### src/rtl/zircon_vga_pkg.sv
// zircon_vga_pkg: shared timing constants for the Zircon VGA timing block.
//   - default 800x600@60 timing (40 MHz pixel clock) and derived totals
//   - counter widths for the horizontal and vertical axis counters
//   - raster FSM state encoding
package zircon_vga_pkg;

  localparam int unsigned DEF_H_ACTIVE = 800;
  localparam int unsigned DEF_H_FP     = 40;
  localparam int unsigned DEF_H_SYNC   = 128;
  localparam int unsigned DEF_H_BP     = 88;
  localparam int unsigned DEF_V_ACTIVE = 600;
  localparam int unsigned DEF_V_FP     = 1;
  localparam int unsigned DEF_V_SYNC   = 4;
  localparam int unsigned DEF_V_BP     = 23;

  localparam int unsigned H_TOTAL = DEF_H_ACTIVE + DEF_H_FP + DEF_H_SYNC + DEF_H_BP;
  localparam int unsigned V_TOTAL = DEF_V_ACTIVE + DEF_V_FP + DEF_V_SYNC + DEF_V_BP;

  localparam int unsigned H_CNT_W = 11;
  localparam int unsigned V_CNT_W = 10;

  typedef enum logic {
    ST_IDLE = 1'b0,
    ST_RUN  = 1'b1
  } vga_state_t;

endpackage

### src/rtl/zircon_vga_axis_counter.sv
// zircon_vga_axis_counter: wrap counter for one raster axis.
//   clk  - pixel clock
//   clr  - synchronous load of INIT (highest priority)
//   en   - count enable
//   cnt  - current count, wraps TOTAL-1 -> 0
//   tc   - terminal count: high when enabled and at TOTAL-1 (wraps this edge)
module zircon_vga_axis_counter #(
  parameter int unsigned WIDTH = 11,
  parameter int unsigned TOTAL = 1056,
  parameter int unsigned INIT  = 0
) (
  input  logic             clk,
  input  logic             clr,
  input  logic             en,
  output logic [WIDTH-1:0] cnt,
  output logic             tc
);

  localparam logic [WIDTH-1:0] LAST   = WIDTH'(TOTAL - 1);
  localparam logic [WIDTH-1:0] INIT_L = WIDTH'(INIT);

  assign tc = en && (cnt == LAST);

  always_ff @(posedge clk) begin
    if (clr) begin
      cnt <= INIT_L;
    end else if (en) begin
      cnt <= tc ? '0 : cnt + WIDTH'(1);
    end
  end

endmodule

### src/rtl/zircon_avalon_vga_timing.sv
// zircon_avalon_vga_timing: VGA raster timing generator (default 800x600@60).
//   csi_clk         - pixel clock
//   rsi_reset       - synchronous, active-high reset
//   vga_enable      - run enable (VGA start bit), synchronous to csi_clk
//   coe_vga_hs/vs   - sync outputs to the connector (active level HS_POL/VS_POL)
//   vga_data_en     - high during active pixels (FIFO read request, RGB gate)
//   vga_frame_start - FIFO clear, high for the whole vertical sync interval
//   vga_pixel_x/y   - active column/row, 0 outside the active area
// All outputs are registered one cycle after the counter values.
module zircon_avalon_vga_timing
  import zircon_vga_pkg::*;
#(
  parameter int unsigned H_ACTIVE = DEF_H_ACTIVE,
  parameter int unsigned H_FP     = DEF_H_FP,
  parameter int unsigned H_SYNC   = DEF_H_SYNC,
  parameter int unsigned H_BP     = DEF_H_BP,
  parameter int unsigned V_ACTIVE = DEF_V_ACTIVE,
  parameter int unsigned V_FP     = DEF_V_FP,
  parameter int unsigned V_SYNC   = DEF_V_SYNC,
  parameter int unsigned V_BP     = DEF_V_BP,
  parameter logic        HS_POL   = 1'b1,
  parameter logic        VS_POL   = 1'b1
) (
  input  logic               csi_clk,
  input  logic               rsi_reset,
  input  logic               vga_enable,
  output logic               coe_vga_hs,
  output logic               coe_vga_vs,
  output logic               vga_data_en,
  output logic               vga_frame_start,
  output logic [H_CNT_W-1:0] vga_pixel_x,
  output logic [V_CNT_W-1:0] vga_pixel_y
);

  localparam int unsigned H_TOT = H_ACTIVE + H_FP + H_SYNC + H_BP;
  localparam int unsigned V_TOT = V_ACTIVE + V_FP + V_SYNC + V_BP;

  localparam logic [H_CNT_W-1:0] H_ACT_L  = H_CNT_W'(H_ACTIVE);
  localparam logic [H_CNT_W-1:0] HS_START = H_CNT_W'(H_ACTIVE + H_FP);
  localparam logic [H_CNT_W-1:0] HS_END   = H_CNT_W'(H_ACTIVE + H_FP + H_SYNC);
  localparam logic [V_CNT_W-1:0] V_ACT_L  = V_CNT_W'(V_ACTIVE);
  localparam logic [V_CNT_W-1:0] VS_START = V_CNT_W'(V_ACTIVE + V_FP);
  localparam logic [V_CNT_W-1:0] VS_END   = V_CNT_W'(V_ACTIVE + V_FP + V_SYNC);

  vga_state_t         state;
  logic [H_CNT_W-1:0] h_cnt;
  logic [V_CNT_W-1:0] v_cnt;
  logic               h_tc;
  logic               cnt_clr;
  logic               cnt_run;
  logic               h_act;
  logic               v_act;
  logic               hs_on;
  logic               vs_on;

  // Counters are parked at h=0, v=V_ACTIVE whenever not running, so every
  // start begins with a full vertical blanking interval.
  assign cnt_clr = rsi_reset || !vga_enable || (state == ST_IDLE);
  assign cnt_run = (state == ST_RUN);

  zircon_vga_axis_counter #(
    .WIDTH (H_CNT_W),
    .TOTAL (H_TOT),
    .INIT  (0)
  ) u_h_cnt (
    .clk (csi_clk),
    .clr (cnt_clr),
    .en  (cnt_run),
    .cnt (h_cnt),
    .tc  (h_tc)
  );

  // Frame end is not needed downstream; the vertical wrap is internal.
  zircon_vga_axis_counter #(
    .WIDTH (V_CNT_W),
    .TOTAL (V_TOT),
    .INIT  (V_ACTIVE)
  ) u_v_cnt (
    .clk (csi_clk),
    .clr (cnt_clr),
    .en  (h_tc),
    .cnt (v_cnt),
    .tc  ()
  );

  assign h_act = (h_cnt < H_ACT_L);
  assign v_act = (v_cnt < V_ACT_L);
  assign hs_on = (h_cnt >= HS_START) && (h_cnt < HS_END);
  assign vs_on = (v_cnt >= VS_START) && (v_cnt < VS_END);

  always_ff @(posedge csi_clk) begin
    if (rsi_reset || !vga_enable) begin
      state           <= ST_IDLE;
      coe_vga_hs      <= ~HS_POL;
      coe_vga_vs      <= ~VS_POL;
      vga_data_en     <= 1'b0;
      vga_frame_start <= 1'b0;
      vga_pixel_x     <= '0;
      vga_pixel_y     <= '0;
    end else begin
      state <= ST_RUN;
      if (state == ST_RUN) begin
        coe_vga_hs      <= hs_on ? HS_POL : ~HS_POL;
        coe_vga_vs      <= vs_on ? VS_POL : ~VS_POL;
        vga_data_en     <= h_act && v_act;
        vga_frame_start <= vs_on;
        vga_pixel_x     <= (h_act && v_act) ? h_cnt : '0;
        vga_pixel_y     <= (h_act && v_act) ? v_cnt : '0;
      end else begin
        coe_vga_hs      <= ~HS_POL;
        coe_vga_vs      <= ~VS_POL;
        vga_data_en     <= 1'b0;
        vga_frame_start <= 1'b0;
        vga_pixel_x     <= '0;
        vga_pixel_y     <= '0;
      end
    end
  end

endmodule

### config.mk
export PLATFORM = sky130hd
export DESIGN_NAME = zircon_avalon_vga_timing
export DESIGN_NICKNAME = d
export VERILOG_FILES = /design/src/rtl/zircon_vga_pkg.sv /design/src/rtl/zircon_vga_axis_counter.sv /design/src/rtl/zircon_avalon_vga_timing.sv
export SDC_FILE = /design/constraint.sdc
export NUM_CORES = 1
export LEC_CHECK = 0
export ABC_CLOCK_PERIOD_IN_PS = 3000
export CORE_MARGIN = 10
export CORE_UTILIZATION = 50
export DETAILED_ROUTE_END_ITERATION = 10
export GPL_TIMING_DRIVEN = 0
export PLACE_DENSITY = 0.75
export SLEW_MARGIN = 40
export SYNTH_ARGS = -nofsm -noshare
export SYNTH_HDL_FRONTEND = slang
export SYNTH_SLANG_ARGS = --single-unit
### constraint.sdc
create_clock -name csi_clk -period 3 [get_ports csi_clk]
set_input_delay 0.3 -clock csi_clk [delete_from_list [all_inputs] [get_ports csi_clk]]
set_output_delay 0.3 -clock csi_clk [all_outputs]
set_load 0.005 [all_outputs]
# Yosys cells after proc, flatten, opt, wreduce, memory -nomap -nowiden
# Cells that the tools add are included.
totals:
  reg_bits: 47
  in_bits: 3
  elab_cells: 36
op_classes:
  n_addsub: 2
  order_cmp: 6
  n_eq_ne: 2
  mux: 5
  bitwise_logic: 2
  reduce_logical: 10
ops:
  columns: ["operator", "count"]
  rows:
  - ["< comparator 11 x 10 -> 1 bit (second input constant)", 2]
  - ["< comparator 10 bit (second input constant)", 2]
  - ["adder 11 x 1 -> 11 bit (second input constant)", 1]
  - ["equality test 11 bit (second input constant)", 1]
  - [">= comparator 11 x 10 -> 1 bit (second input constant)", 1]
  - ["two-way mux 11 bit", 1]
  - ["adder 10 x 1 -> 10 bit (second input constant)", 1]
  - ["equality test 10 bit (second input constant)", 1]
  - [">= comparator 10 bit (second input constant)", 1]
  - ["two-way mux 10 bit", 1]
  - ["logical AND 1 bit", 5]
  - ["two-way mux 1 bit", 3]
  - ["OR reduction 3 bit", 1]
  - ["logical OR 1 bit", 2]
  - ["NOT 1 bit", 2]
  - ["OR reduction 2 bit", 1]
  - ["zero test 1 bit", 1]

# Longest topological paths before layout
depth:
  depth_word: 4
  depth_mapped: 6
  ltp_nobuf: 5

# Hierarchy
# From an unflattened synthesis, not the netlist that was laid out.
hier_totals:
  cells_unflattened: 183
  area_unflattened_um2: 1873.0
by_module_without_submodules:
  columns: ["mod", "instances", "cells_each", "area_each_um2", "seq_area_each_um2"]
  rows:
  - ["zircon_avalon_vga_timing", 1, 73, 842.1, 500.5]
  - ["zircon_vga_axis_counter (u_h_cnt)", 1, 60, 546.8, 220.2]
  - ["zircon_vga_axis_counter (u_v_cnt)", 1, 50, 484.2, 200.2]

# Worst setup path after synthesis
# Ideal clock, no wire load.
synth_timing:
  path_type: "flip-flop to flip-flop"
  from: "register u_h_cnt.cnt[5]"
  to: "register u_v_cnt.cnt[8]"
  arrival_ns: 1.979
  required_ns: 2.926
  setup_slack_ns: 0.947
  stages_incl_launch_ff: 7
  n_path_buf: 2
  period_less_slack_ns: 2.053
  path_cell_list: "dfxtp_1 buf_6 or3_4 or4_4 buf_6 or4b_1 o21ai_0"
synth_via:
  elab_chain_len: 4
synth_lines:
  columns: ["element", "line", "source"]
  rows:
  - ["from (decl)", "zircon_vga_axis_counter.sv:15", "output logic [WIDTH-1:0] cnt,"]
  - ["from (signal assigned)", "zircon_vga_axis_counter.sv:28", "cnt <= tc ? '0 : cnt + WIDTH'(1);"]
  - ["equality test 11 bit *", "zircon_vga_axis_counter.sv:22", "assign tc = en && (cnt == LAST);"]
  - ["logical AND 1 bit *", "zircon_vga_axis_counter.sv:22", null]
  - ["logical AND 1 bit", "zircon_vga_axis_counter.sv:22", null]
  - ["two-way mux 10 bit", "zircon_vga_axis_counter.sv:28", null]
  - ["to (signal assigned)", "zircon_vga_axis_counter.sv:28", null]
  - ["to (decl)", "zircon_vga_axis_counter.sv:15", null]
# Every way passes the cells marked *; elsewhere a longest branch is shown, timed or not.
# A chain may end at the register's enable or synchronous reset.

# Worst setup path after layout
layout_timing:
  from: "register u_h_cnt.cnt[9]"
  to: "register u_v_cnt.cnt[8]"
# The elaborated chain is that of the path after synthesis.

==> impl_metrics.tcl <==
set metrics [dict create \
    status "completed" \
    wl_met3_um 291 \
    power.share.switching_pct 21.7 \
    power.share.clock_pct 37.3 \
    ctsResizeCount 0 \
    fmax_mhz 458 \
    grt_start_max_net_pins 16 \
    clkLatencyLatePin_ps 300 \
    synth_nets 203 \
    worstSetupEndpointType "flop" \
    synth_area_um2 1890 \
    synth_top_cells_by_count "dfxtp_1, nor2_1, and2_1" \
    syn2layout_area_growth_pct 22.3 \
    async_reset_ff_share_pct 0 \
    critPathMaxFanout 10 \
    wl_met1_um 1780 \
    ctsHoldBuffers 0 \
    synth-edff-count 0 \
    fin_skew_ps 8.36 \
    final_nets 237 \
    synth_top_area_cell "dfxtp_1" \
    routed_wl_um 3660 \
    antenna_left 0 \
    num_rows 22 \
    fin_tns_setup_ps 0 \
    startpoint_type "flop" \
    avgSynthCellArea_um2 9.67 \
    routedWlPerCell_um 13.2 \
    drive_gt1_share_pct 10.9 \
    start_util_pct 51.5 \
    routed.top_layer "met4" \
    finalHoldViolCount 0 \
    slowest_stage "or4b_1" \
    power_leakage_nw 0.809 \
    yosysMostFrequentCell "dfxtp_1" \
    cts_tree "built" \
    drcViolationCount 0 \
    synth-xor-area-share_pct 4.18 \
    cts_sinks 46 \
    htree_num_levels 2 \
    r2r-end "u_v_cnt.cnt[8]" \
    setup_viol 0 \
    synth_compound_area_share_pct 7.37 \
    synth_cells 195 \
    gp_congestion 0.839 \
    min_path_type "reg -> reg" \
    hold_end "u_h_cnt.cnt[0]" \
    coreArea_um2 3660 \
    port_buffers 27 \
    synth_flop_cell "dfxtp_1" \
    cts_setup_buffers 0 \
    synthTopCellsByArea "dfxtp_1, and2_1, ha_1" \
    worstHoldPathCells 1 \
    holdWs_ps 490 \
    routed-wl-met2_um 1560 \
    clk_pin_slew_worst_paths_ps 90 \
    reg2reg_depth 5 \
    yosysWarnings 0 \
    antenna_found_initial 0 \
    diodes 0 \
    die_h_um 81.4 \
    drtIter0Drc 73 \
    cp_num_buf_inv 1 \
    cts-root-buf "clkbuf_8" \
    synth_top_family_by_area "simple AND/OR/NAND/NOR gates" \
    layout.cell_area.non_filler_um2 2310 \
    rr_startpoint "u_h_cnt.cnt[9]" \
    yosysUniqueCellTypes 45 \
    grt_pass1_vias 1345 \
    slew_headroom_pct 66.5 \
    vias_per_cell 5.22 \
    p_comb_share_pct 1.3 \
    post-route-period-util_pct 72.7 \
    synthMuxAreaShare_pct 1.59 \
    min_from "u_h_cnt.cnt[0]" \
    io-pin-count 28 \
    vias 1450 \
    p_int_uw 782 \
    critical_path.max_stage_delay_ps 520 \
    die-area_um2 6630 \
    p_switching_uw 216 \
    cts_buffer_depth 2 \
    cp.depth 5 \
    grt_overflow 0 \
    max-vdd-ir-drop_v 0.000210 \
    yosys.area_share.simple_pct 28.1 \
    grt_pass1_wl_um 6020 \
    dp_hpwl_um 2600 \
    arrival_ps 2410 \
    crit_chain "or3b_2 -> or4_4 -> buf_6 -> or4b_1 -> o21ai_0" \
    globalRouteTotalUtil_pct 11.4 \
    die_x_um 81.4 \
    critPathTopFamily "simple AND/OR/NAND/NOR gates" \
    tightest_slew_ps 499 \
    cp_data_required_time_ps 3230 \
    synth_seq_cells 46 \
    yosysTopAreaCellShare_pct 48.8 \
    reg2reg_setup_slack_ps 820 \
    place_area_um2 2220 \
    synthAdderAreaFrac_pct 3.32 \
    cts-buffers-inserted 5 \
    grt_setup_unrepaired "false" \
    firstDrtPassIters 4 \
    pwr_density_cell_nw_per_um2 433 \
    p_seq_share_pct 61.5 \
    min_period_ps 2180 \
    slew_viol_final 0 \
    synth-seq-area-share_pct 48.8 \
    max_cap_viol_count 0 \
    critPathKind "reg -> reg" \
    fillers 325 \
]
-- power by group through the flow --
stage	registers (mW)	clock network (mW)	logic, mW
floorplan	0.627	0	0.00628
CTS	0.613	0.383	0.0128
global route	0.613	0.399	0.0140
global placement	0.628	0	0.0126
finish	0.613	0.372	0.0128
detailed placement	0.628	0	0.0128
-- metal layers --
metal	vias up	GRT usage, %
li1	748	-
met1	657	14.4
met2	43	17.8
met3	2	3.06
met4	0	5.36
met5	-	0
-- cells by family (layout without fill, tap and decap cells) --
family                     count (synthesis)  after routing
DFF                                       46             46
adders and majority gates                  5              5
and+or+nand+nor                           91             91
muxes                                      3              3
other                                      1              1
AOI/OAI and AO/OA                         21             21
xor gates and xnor gates                   9              9
buffers and inverters                     19             54
-- sequential cells by signal, summed over array words and instances (netlist names) --
signal / count
coe_vga_vs: 1
vga_pixel_x: 11
vga_data_en: 1
u_h_cnt.cnt: 11
cnt_run: 1
coe_vga_hs: 1
vga_pixel_y: 10
u_v_cnt.cnt: 10
-- how the worst max path moves through the flow --
stage / from / endpoint
floorplan: u_h_cnt.cnt[5] / u_v_cnt.cnt[8]
global placement: vga_enable / vga_pixel_x[5]
detailed placement: vga_enable / vga_pixel_x[5]
CTS: u_h_cnt.cnt[10] / u_v_cnt.cnt[8]
global route: rsi_reset / vga_pixel_x[5]
finish: u_h_cnt.cnt[9] / u_v_cnt.cnt[8]
-- worst reg2reg max path, delay by kind of cell, from the launching register on --
kind | cells | cell delay (ps)
compound gates | 1 | 90
simple gates | 3 | 1520
buf+inv | 1 | 150
flops | 1 | 350
-- cells in the final DEF, fill, tap and decap left out, drive strengths merged, types with 2 or more instances in the layout --
| cell | instances |
|---|---|
| o31ai | 3 |
| inv | 7 |
| dfxtp | 46 |
| mux2i | 3 |
| o21ai | 5 |
| nor4 | 9 |
| or3 | 3 |
| nand2 | 12 |
| ha | 5 |
| a21o | 3 |
| buf | 3 |
| nor3 | 10 |
| nand3 | 6 |
| a211o | 2 |
| and4 | 2 |
| nor2 | 15 |
| and3 | 2 |
| clkdlybuf4s50 | 27 |
| and2 | 14 |
| or4 | 5 |
| xor2 | 3 |
| a21oi | 5 |
| clkbuf | 14 |
| nand4 | 4 |
| clkinv | 2 |
| xnor2 | 6 |
| nand2b | 2 |
-- layout make-up --
class,instances,area (um2),share of cell area [%]
clock inverters,3,21.3,0.922
flip-flops and latches,46,921,39.9
inverters,7,26.3,1.14
repair buffers,27,270,11.7
multi-input cells,130,845,36.6
well taps,48,60.1,2.60
plain buffers,12,93.8,4.07
clock buffers,5,68.8,2.98
-- per-stage QoR --
step / total power [mW] / setup WS [ps] / util (%) / std cells
2_1_floorplan: 0.634 / 947 / - / 195
3_3_place_gp: 0.640 / 677 / 60.5 / 270
3_5_place_dp: 0.640 / 634 / 60.5 / 270
4_1_cts: 1.01 / 824 / 63.0 / 278
5_1_grt: 1.03 / 720 / 63.0 / 278
6_report: 0.998 / 819 / 63.0 / 278
Note: power is estimated with default switching activity, not from simulation.
==> edit 1, RTL diff (same flow settings) <==
Change the package constant `V_CNT_W` from 10 to 14.
--- a/src/rtl/zircon_vga_pkg.sv
+++ b/src/rtl/zircon_vga_pkg.sv
@@ -17,7 +17,7 @@
   localparam int unsigned V_TOTAL = DEF_V_ACTIVE + DEF_V_FP + DEF_V_SYNC + DEF_V_BP;
 
   localparam int unsigned H_CNT_W = 11;
-  localparam int unsigned V_CNT_W = 10;
+  localparam int unsigned V_CNT_W = 14;
 
   typedef enum logic {
     ST_IDLE = 1'b0,
Interface: changed (resized vga_pixel_y); port bits go from 28 to 32. No check against the original RTL was run, so the function may have changed too.
==> edit 1 against the original RTL <==
  * Synthesized area increased by 14%
  * Critical endpoint is now u_v_cnt.cnt[2]
  * Core utilization rose by 2.0 points
  * Setup slack got worse by 350 ps
  * Sequential cell count up 8
  * Largest cell class unchanged
  * Final area grew 15%
  * Routed wire length increased by 16%
  * Die area is 10% higher
  * Count of clock-buffer cells in the layout increased by 1
  * Critical path depth up 1
  * Power up 25%
==> edit 1: results (changes against the original RTL) <==
Placed design
  • Hpwl dp: 3.108 mm (+20%)
  • RePlAce Congestion: 0.8285 (-1.3%)
  • Area of placed instances: 0.002532 mm2 (+14%)
  • IO buf count: 31 (+15%)
  • DP Cell Count: 310 (+15%)

Timing
  • Slew at the pin closest to its max-slew limit: 710.2 ps (+211.6 ps)
  • Post-route clock skew: 9.143 ps (+0.7797 ps)

Critical path
  • Critical path's largest stage delay: 570 ps (+50 ps)
  • Crit path max-delay cell type: o21ai_1
  • Setup slack, reg-to-reg: 470 ps (-350 ps)

Synthesis
  • Synth unique cells: 40 (-11%)
  • Mapped Cells: 225 (+15%)
  • Area contributors post-synth: dfxtp_1, and2_1, ha_1
  • Register area share after synthesis: 0.5041 (+0.01570)
  • Most frequent cells after synthesis: dfxtp_1, and2_1, nand2_1, nor2_1, a21oi_1

Finish
  • Biggest registers after layout: u_v_cnt.cnt (14), vga_pixel_y (14)
  • Layout cells sized above 1: 0.07463 (-0.03407)

Power and ir drop
  • Total internal power: 0.001005 W (+29%)
  • Peak VDD IR: 250.4 uV (+19%)

GRT
  • Met2 Track Usage GR: 0.1798 (+0.002111)
  • Largest net degree at the start of global routing: 18 (+2)

Drt
  • Met3 Wirelength: 322 um (+11%)
  • Metal2 WL: 1.873 mm (+20%)
  • Wire per inst: 13.37 um (+1.5%)

Status
  • Status: complete, no violations
[edit 1: changes by cell type in the layout (fill, tap and decap cells not counted), sizes merged, moves of 4 or more]
cell,change
dfxtp,+8
clkdlybuf4s50,+4
a21oi,+6
and3,+5
and2,+6
conb,+4
a211oi,+4
nand4,+4
nor4,-5
[edit 1: worst min path at each step]
stage,start,endpoint,slack (ps)
floorplan,rsi_reset,cnt_run,380
global placement,u_h_cnt.cnt[0],u_h_cnt.cnt[0],460
detailed placement,u_h_cnt.cnt[0],u_h_cnt.cnt[0],490
CTS,u_h_cnt.cnt[0],u_h_cnt.cnt[0],510
global route,u_v_cnt.cnt[13],u_v_cnt.cnt[13],540
finish,u_h_cnt.cnt[0],u_h_cnt.cnt[0],500
[edit 1: logic make-up (layout without fill, tap and decap cells)]
| group | after synthesis | count (layout) | synth area share |
|---|---|---|---|
| buffers and inverters | 21 | 60 | 0.04551 |
| XOR/XNOR | 11 | 11 | 0.04492 |
| AO/OA/AOI/OAI | 27 | 27 | 0.08343 |
| adder cells (fa/ha/maj) | 5 | 5 | 0.02917 |
| flip-flops | 54 | 54 | 0.5041 |
| other | 1 | 5 | 0.001749 |
| AND/OR/NAND/NOR | 106 | 106 | 0.2911 |
[edit 1: cell type report]
class / instances / area, um2 / area share
clock inverter: 2 / 38.79 / 0.01462
clock buffer: 6 / 82.58 / 0.03112
timing repair buffer: 31 / 310.3 / 0.1169
buffer: 12 / 63.81 / 0.02405
tap: 50 / 62.56 / 0.02357
multi-input combinational: 154 / 980.9 / 0.3696
sequential: 54 / 1081 / 0.4074
inverter: 9 / 33.78 / 0.01273
[edit 1: worst reg2reg max path, cell delays in order (launching register included)]
cell	delay (ps)
dfxtp_1	420
ha_1	250
or4b_4	510
or3_1	370
buf_6	150
o21ai_1	580
nor2_1	110
==> edit 2, RTL diff (config.mk and constraints unchanged) <==
Without the edit above. Add an input register stage for `vga_enable`; this delays it by one clock.
--- a/src/rtl/zircon_avalon_vga_timing.sv
+++ b/src/rtl/zircon_avalon_vga_timing.sv
@@ -42,6 +42,12 @@
   localparam logic [V_CNT_W-1:0] VS_START = V_CNT_W'(V_ACTIVE + V_FP);
   localparam logic [V_CNT_W-1:0] VS_END   = V_CNT_W'(V_ACTIVE + V_FP + V_SYNC);
 
+  logic vga_enable_q;
+
+  always_ff @(posedge csi_clk) begin
+    vga_enable_q <= vga_enable;
+  end
+
   vga_state_t         state;
   logic [H_CNT_W-1:0] h_cnt;
   logic [V_CNT_W-1:0] v_cnt;
@@ -55,7 +61,7 @@
 
   // Counters are parked at h=0, v=V_ACTIVE whenever not running, so every
   // start begins with a full vertical blanking interval.
-  assign cnt_clr = rsi_reset || !vga_enable || (state == ST_IDLE);
+  assign cnt_clr = rsi_reset || !vga_enable_q || (state == ST_IDLE);
   assign cnt_run = (state == ST_RUN);
 
   zircon_vga_axis_counter #(
@@ -89,7 +95,7 @@
   assign vs_on = (v_cnt >= VS_START) && (v_cnt < VS_END);
 
   always_ff @(posedge csi_clk) begin
-    if (rsi_reset || !vga_enable) begin
+    if (rsi_reset || !vga_enable_q) begin
       state           <= ST_IDLE;
       coe_vga_hs      <= ~HS_POL;
       coe_vga_vs      <= ~VS_POL;
Behaviour: no difference found for any inputs over 10 cycles, from zero or initial values; that may be too few to reach the edited logic, so the function may still have changed.
==> edit 2 against the original RTL <==
  * Sequential cell count is 1 higher
  * Synthesized area is 1.1% higher
  * Clock skew is 1.2 ps lower
  * Fmax is 0.94% higher
  * Setup slack better by 20 ps
  * Die area is 0.80% higher
  * Largest cell class unchanged
  * Routed wire length is 2.3% lower
  * Power is 9.8% higher
  * Final area is 1.8% higher
==> edit 2: results (changes against the original RTL) <==
Status
  • Status: complete, no violations

Synthesis
  • Synth Warn #: 0 (unchanged)
  • FF+latch count, synth: 47 (+2.2%)
  • Syn Nets: 204 (+0.49%)
  • Most used flip-flop cell after synthesis: dfxtp_1
  • Register area share after synthesis: 0.4938 (+0.005375)
  • Most frequent cells after synthesis: dfxtp_1, nor2_1, and2_1, nand2_1, nor3_1
  • Synth unique cells: 45 (unchanged)
  • Area contributors post-synth: dfxtp_1, and2_1, ha_1

Finish
  • Fillers: 305 (-6.2%)
  • Layout cells sized above 1: 0.1082 (-0.0004705)
  • NonClk Buf Share: 0.1550 (-0.002860)
  • Clock buf/inv share: 0.04795 (+0.008882)
  • Diodes inserted: 0 (unchanged)
  • Number of non-clock inverters: 7 (unchanged)
  • Sequential share of cell area: 0.4006 (+0.001290)
  • Biggest registers after layout: u_h_cnt.cnt (11), vga_pixel_x (11)
  • Non-clock buffers: 39 (unchanged)
  • Multi-input logic area: 844.6 um2 (unchanged)
  • #MultiIn Comb: 130 (unchanged)
  • Post-layout net count: 238 (+0.42%)

GRT
  • Overall Global Routing Usage: 0.1111 (-0.003130)
  • Number of global-route vias before repair: 1282 (-4.7%)
  • Initial antenna violation count: 0 (unchanged)
  • Largest net degree at the start of global routing: 16 (unchanged)
  • First-pass GRT wire length: 5.975 mm (-0.68%)

Clock tree
  • Clk_lat worst skew: 300 ps (about the same)
  • H-tree depth: 2 (unchanged)
  • Max Root-Sink Buffers: 2 (unchanged)
  • Root Buffer: clkbuf_8
  • Total CTS buffers: 5 (unchanged)

Critical path
  • Critical path arrival: 2380 ps (-30 ps)
  • Crit-path leading delay family: simple AND/OR/NAND/NOR gates
  • Crit path max-delay cell type: or4_4
  • Setup slack, reg-to-reg: 840 ps (+20 ps)
  • Critical path's largest stage delay: 500 ps (-20 ps)
  • CP max FO: 10 (unchanged)
  • Worst r2r path cells: 5 (unchanged)
  • Reg-to-reg endpoint: u_v_cnt.cnt[8]
  • R2r startpoint: u_h_cnt.cnt[10]

Timing
  • Setup TNS: 0 ps (unchanged)
  • Post-route clock skew: 7.147 ps (-1.217 ps)
  • Slew Limit Headroom: 0.6618 (-0.003245)

Placed design
  • Hpwl dp: 2.601 mm (about the same)
  • IO buf count: 27 (unchanged)
  • Dpl ws: 625.6 ps (-8.289 ps)
  • RePlAce Congestion: 0.8150 (-2.9%)

Power and ir drop
  • Leakage: 0.8319 nW (+2.8%)
  • Peak VDD IR: 267.2 uV (+27%)

Drt
  • TritonRoute pass-1 iters: 4 (unchanged)
  • DRT iter0 DRCs: 87 (+19%)
  • Via Count: 1436 (-0.97%)
  • Wire per inst: 12.83 um (-2.6%)

Min path
  • Hold Crit Class: in2reg
  • Hold_sp: vga_enable
  • Hold path endpoint: vga_enable_q
-- edit 2: cell count changes after synthesis, sizes merged --
cell / delta
dfxtp: +1
-- edit 2: routing by layer --
metal  wire (um)  part of all wire  up-vias  GRT usage
li1            -                 -      752          -
met1        1777              0.50      636     0.1493
met2        1449              0.40       41     0.1638
met3         284             0.079        7    0.03384
met4          68             0.019        0    0.04082
met5           0                 0        -          0
-- edit 2: worst max path at each step --
stage / slack, ps / startpoint / cells past startpoint / endpoint
CTS: 850 / u_h_cnt.cnt[5] / 6 / u_v_cnt.cnt[8]
global route: 730 / u_h_cnt.cnt[10] / 5 / u_v_cnt.cnt[8]
detailed placement: 630 / rsi_reset / 7 / vga_pixel_x[5]
floorplan: 950 / u_h_cnt.cnt[5] / 6 / u_v_cnt.cnt[8]
global placement: 680 / rsi_reset / 7 / vga_pixel_x[5]
finish: 840 / u_h_cnt.cnt[10] / 5 / u_v_cnt.cnt[8]
-- edit 2: cells by family (layout without fill, tap and decap cells) --
| group | after synthesis | in the layout | synth area share |
|---|---|---|---|
| compound gates | 21 | 21 | 0.07289 |
| xor+xnor | 9 | 9 | 0.04137 |
| fa+ha+maj | 5 | 5 | 0.03283 |
| buf+inv | 19 | 54 | 0.06304 |
| flops | 47 | 47 | 0.4938 |
| mux | 3 | 3 | 0.01576 |
| other cells | 1 | 1 | 0.001968 |
| simple gates | 91 | 91 | 0.2784 |
-- edit 2: per-stage QoR --
step           instance area, um2  cells  hold WS [ps]
6_report                     2349    279         436.4
5_1_grt                      2349    279         449.2
4_1_cts                      2349    279         432.5
3_5_place_dp                 2236    271         474.3
3_3_place_gp                 2236    271         464.4
2_1_floorplan                1906    196         327.7
-- edit 2: power by group --
part           internal, W  switching [W]
Combinational   0.00000618     0.00000606
Clock             0.000248       0.000208
Sequential        0.000626     0.00000191
